**src/rtl/mem_arbiter.sv**
```systemverilog
// Two-port round-robin arbiter with a programmable wait-state sequencer in front
// of the single-port data memory. It performs one transaction per grant: IDLE -> ACCESS -> DONE.
module mem_arbiter #(
  parameter int unsigned BASE_ADDR   = 1024,
  parameter int unsigned WORDS       = 64,
  parameter int unsigned WAIT_CYCLES = 2
) (
  input  logic        clk,
  input  logic        rst,
  input  logic        req0,
  input  logic        req1,
  input  logic        we0,
  input  logic        we1,
  input  logic [31:0] addr0,
  input  logic [31:0] addr1,
  input  logic [31:0] wdata0,
  input  logic [31:0] wdata1,
  output logic        ready0,
  output logic        ready1,
  output logic        err,
  output logic [31:0] rdata,
  output logic        freeze0,
  output logic [1:0]  gnt,
  output logic        mem_read,
  output logic        mem_write,
  output logic [31:0] mem_address,
  output logic [31:0] mem_data,
  input  logic [31:0] mem_result
);

  localparam logic [31:0] ADDR_LO  = 32'(BASE_ADDR);
  localparam logic [31:0] ADDR_HI  = 32'(BASE_ADDR + 4 * WORDS - 4);
  localparam logic [3:0]  LAST_CNT = 4'(WAIT_CYCLES - 1);

  typedef enum logic [1:0] {
    IDLE   = 2'd0,
    ACCESS = 2'd1,
    DONE   = 2'd2
  } state_t;

  state_t      state_reg, state_next;
  logic [3:0]  cnt_reg, cnt_next;
  logic        last_gnt_reg, last_gnt_next;
  logic        owner_reg, owner_next;
  logic        we_reg, we_next;
  logic [31:0] addr_reg, addr_next;
  logic [31:0] wdata_reg, wdata_next;
  logic        err_reg, err_next;
  logic [31:0] rdata_reg, rdata_next;

  // Requester chosen if a grant happens this cycle; on contention the one
  // that did not win last time gets the memory.
  logic        pick;
  logic        sel_we;
  logic [31:0] sel_addr;
  logic [31:0] sel_wdata;
  logic        addr_ok;

  assign pick      = (req0 && req1) ? ~last_gnt_reg : req1;
  assign sel_we    = pick ? we1 : we0;
  assign sel_addr  = pick ? addr1 : addr0;
  assign sel_wdata = pick ? wdata1 : wdata0;
  assign addr_ok   = (sel_addr[1:0] == 2'b00) && (sel_addr >= ADDR_LO) && (sel_addr <= ADDR_HI);

  always_ff @(posedge clk or negedge rst) begin
    if (!rst) begin
      state_reg    <= IDLE;
      cnt_reg      <= 4'd0;
      last_gnt_reg <= 1'b1;
      owner_reg    <= 1'b0;
      we_reg       <= 1'b0;
      addr_reg     <= 32'd0;
      wdata_reg    <= 32'd0;
      err_reg      <= 1'b0;
      rdata_reg    <= 32'd0;
    end else begin
      state_reg    <= state_next;
      cnt_reg      <= cnt_next;
      last_gnt_reg <= last_gnt_next;
      owner_reg    <= owner_next;
      we_reg       <= we_next;
      addr_reg     <= addr_next;
      wdata_reg    <= wdata_next;
      err_reg      <= err_next;
      rdata_reg    <= rdata_next;
    end
  end

  always_comb begin
    state_next    = state_reg;
    cnt_next      = cnt_reg;
    last_gnt_next = last_gnt_reg;
    owner_next    = owner_reg;
    we_next       = we_reg;
    addr_next     = addr_reg;
    wdata_next    = wdata_reg;
    err_next      = err_reg;
    rdata_next    = rdata_reg;
    case (state_reg)
      IDLE: begin
        if (req0 || req1) begin
          owner_next    = pick;
          last_gnt_next = pick;
          we_next       = sel_we;
          addr_next     = sel_addr;
          wdata_next    = sel_wdata;
          cnt_next      = 4'd0;
          // Rejected addresses skip the memory entirely and complete with err.
          if (addr_ok) begin
            state_next = ACCESS;
            err_next   = 1'b0;
          end else begin
            state_next = DONE;
            err_next   = 1'b1;
          end
        end
      end
      ACCESS: begin
        cnt_next = cnt_reg + 4'd1;
        if (cnt_reg == LAST_CNT) begin
          state_next = DONE;
          if (!we_reg) begin
            rdata_next = mem_result;
          end
        end
      end
      DONE: begin
        state_next = IDLE;
        err_next   = 1'b0;
      end
      default: begin
        state_next = IDLE;
      end
    endcase
  end

  logic [1:0] ready_vec;
  logic [1:0] gnt_vec;

  genvar gi;
  generate
    for (gi = 0; gi < 2; gi++) begin : g_port
      assign ready_vec[gi] = (state_reg == DONE) && (owner_reg == 1'(gi));
      assign gnt_vec[gi]   = (state_reg != IDLE) && (owner_reg == 1'(gi));
    end
  endgenerate

  assign ready0      = ready_vec[0];
  assign ready1      = ready_vec[1];
  assign gnt         = gnt_vec;
  assign err         = err_reg;
  assign rdata       = rdata_reg;
  assign freeze0     = req0 & ~ready_vec[0];
  // Writes strobe once, in the final wait cycle, so an aborted write never lands.
  assign mem_read    = (state_reg == ACCESS) && !we_reg;
  assign mem_write   = (state_reg == ACCESS) && we_reg && (cnt_reg == LAST_CNT);
  assign mem_address = addr_reg;
  assign mem_data    = wdata_reg;

endmodule

```
**config.mk**
```make
export PLATFORM = sky130hd
export DESIGN_NAME = mem_arbiter
export DESIGN_NICKNAME = d
export VERILOG_FILES = /design/src/rtl/mem_arbiter.sv
export SDC_FILE = /design/constraint.sdc
export NUM_CORES = 1
export LEC_CHECK = 0
export ABC_AREA = 1
export CAP_MARGIN = 25
export CORE_MARGIN = 3
export CORE_UTILIZATION = 35
export DETAILED_ROUTE_END_ITERATION = 12
export DONT_BUFFER_PORTS = 1
export GPL_ROUTABILITY_DRIVEN = 1
export GPL_TIMING_DRIVEN = 0
export HOLD_SLACK_MARGIN = 0.15
export SKIP_CTS_REPAIR_TIMING = 1
export SYNTH_ARGS = -nofsm -noshare
export SYNTH_HDL_FRONTEND = slang
export SYNTH_SLANG_ARGS = --single-unit
```
**constraint.sdc**
```tcl
create_clock -name clk -period 1.56 [get_ports clk]
set_input_delay 0.234 -clock clk [delete_from_list [all_inputs] [get_ports clk]]
set_output_delay 0.234 -clock clk [all_outputs]
set_load 0.02 [all_outputs]
```
==> flow_summary.yaml <==
floorplan:
  die_area_um2: 15900
  ios: 270
  num_rows: 43
  dieHeight_um: 126
  initial_core_util: 0.362
  die_w_um: 126
  core_area_um2: 14000
routing:
  wire_per_inst_um: 19.5
  viasPerCell: 5.18
  drtIter0Drc: 204
  ant_nets: 0
  vias: 4618
  drcViolationCount: 0
  dr.pass1.iters: 4
  wirelength_um: 17400
cts:
  clkTransAtPathRegs_ps: 80
  clockRootBuffer: "clkbuf_16"
  cts.sinks: 106
  cts_made_buffers: 9
  insertion_delay_ps: 350
  clockBufferDepth: 2
  htreeDepth: 3
  cts_tree: "built"
global_route:
  overflow: 0
  grt_usage: 0.182
  grt_pass1_wl_um: 22800
  grt_max_degree: 107
  grt_pass1_vias: 4093
  antenna_found_initial: 0
yosys:
  yosys_warnings: 0
  ys_ff_latch: 106
  synth_cell_type_count: 24
  syn-cell-area_um2: 5060
  synth_area_per_cell_um2: 9.04
  async_reset_ff_frac: 1.00
  synthCells: 560
  synth_enable_flop_cells: 0
  syn_nets: 728
  seq_area_frac_synth: 0.524
  synth_ff_type: "dfrtp_1"
setup_path:
  slowest_stage: "dfstp_2"
  crit_fanout: 8
  worstPathArrival_ps: 1990
  critPathMaxStageDelay_ps: 560
  worstSetupPathType: "flop to flop"
  startpoint_type: "flop"
  rr_worst_depth: 8
  critPathLaunch: "last_gnt_reg$_DFFE_PN1P_"
  crit_chain: "nand2_4, nand2_8, buf_12, clkinvlp_4, buf_8, buf_4, o21ai_2, o21ai_1"
  reg2reg_to: "mem_data[22]$_DFFE_PN0P_"
  reg2reg_from: "last_gnt_reg$_DFFE_PN1P_"
  critPathCaptureType: "flop"
  required_ps: 1790
  r2r_slack_ps: -200
layout:
  fin_area_um2: 7370
  filler_cell_count: 1222
  area_growth_pct: 45.7
  drive_gt1_frac: 0.267
  nets: 875
  multi_input_area_um2: 2370
  diodes: 0
  final_util: 0.527
  seqCellArea_um2: 2660
sta:
  setup_violations: 70
  fin_hold_ws_ps: -432
  finalCriticalPeriod_ps: 1760
  timing.final.ws_setup_ps: -204
  finalHoldViolCount: 106
  fin_crit_sh: 1.13
  maxClockFrequency_mhz: 567
  relSlewSlack: 0.642
  rsz0062_at_grt: "yes"
  fin_skew_ps: 8.18
  slew_violations: 0
  timing_worst_slew_pin_value_ps: 537
placed_design:
  hpwl_um: 11200
  globalplace.congestion: 0.881
  portBuffers: 0
  pre_cts_slack_ps: -490
  post_dp_cell_area_um2: 5290
worst_hold_path:
  hold_class: "input port to asynchronous set/reset pin"
pwr:
  ir_drop_mv: 0.590
  p_leak_nw: 3.43
  pwr_density_cell_nw_per_um2: 1080
run:
  cap_violations: 0
run_status:
  violations: "hold timing, setup timing"
  status: "complete, but fails checks"
-- worst max path at each step --
stage                          endpoint
2_1_floorplan           err$_DFFE_PN0P_
3_3_place_gp            err$_DFFE_PN0P_
3_5_place_dp    mem_data[2]$_DFFE_PN0P_
4_1_cts         mem_data[2]$_DFFE_PN0P_
5_1_grt                 err$_DFFE_PN0P_
6_report       mem_data[22]$_DFFE_PN0P_
-- critical path, delay by kind of cell, from the launching register on --
| kind | cells | cell delay, ps |
|---|---|---|
| AOI/OAI and AO/OA | 2 | 250 |
| buffers and inverters | 4 | 600 |
| DFF | 1 | 560 |
| and+or+nand+nor | 2 | 230 |
-- placed cells by master (no fill, tap or decap), drive strengths merged, types with 7 or more instances in the layout --
master and instances:
o21ai 113, dfrtp 105, nand2 140, clkbuf 19, nor2 56, buf 52, nand3 7, inv 45
mux2 32, nand3b 20, dlygate4sd3 107
-- per-layer routing --
layer,GRT usage,share of wire
met1,0.228,0.39
met2,0.303,0.51
met3,0.0479,0.073
met4,0.0669,0.030
met5,0,0
-- cell families (layout without fill, tap and decap cells) --
family	count (synthesis)	count (layout)	synth area share
and+or+nand+nor	225	225	0.191
xor gates and xnor gates	1	1	0.00173
DFF	106	106	0.524
buffers and inverters	76	228	0.0668
muxes	32	32	0.0935
AOI/OAI and AO/OA	118	118	0.117
adders and majority gates	2	2	0.00494
-- power by group --
part / internal (mW) / switching [mW] / leakage (nW)
sequential: 3.17 / 0.887 / 1.27
clock: 1.13 / 1.12 / 0.147
combinational: 0.771 / 0.861 / 2.02
total: 5.07 / 2.87 / 3.43
-- synth_stat cells (2+ instances only) --
cell type | number | area share
ha_1 | 2 | 0.0049
o21ai_0 | 111 | 0.11
dfrtp_1 | 105 | 0.52
nor2_4 | 2 | 0.0045
buf_4 | 3 | 0.0045
clkbuf_1 | 12 | 0.0089
nand3b_1 | 20 | 0.030
a21oi_1 | 2 | 0.0020
buf_2 | 15 | 0.015
o21ai_1 | 2 | 0.0020
nand3_1 | 7 | 0.0069
inv_1 | 41 | 0.030
inv_2 | 2 | 0.0015
nand2_2 | 2 | 0.0025
nand2_1 | 138 | 0.10
buf_6 | 3 | 0.0067
o22ai_1 | 3 | 0.0037
nor2_1 | 54 | 0.040
mux2_4 | 30 | 0.089
mux2_2 | 2 | 0.0045
-- stage by stage --
step                      std cells  hold WS (ps)  power, mW  setup TNS (ps)
after floorplan                 560         -61.6       4.71               0
after global placement          740         -59.2       5.06          -17000
after detailed placement        740         -59.7       5.10          -20330
after CTS                       756          -451       7.39          -22340
after global routing            892          -458       8.34          -13950
final                           892          -432       7.94           -7860
-- layout make-up --
type | instances | share of cell area
timing repair buffer | 136 | 0.185
inverter | 43 | 0.0234
tap | 180 | 0.0305
buffer | 33 | 0.0389
multi-input combinational | 378 | 0.322
clock inverter | 7 | 0.00950
sequential | 106 | 0.360
clock buffer | 9 | 0.0305
(Power assumes the default switching activity.)
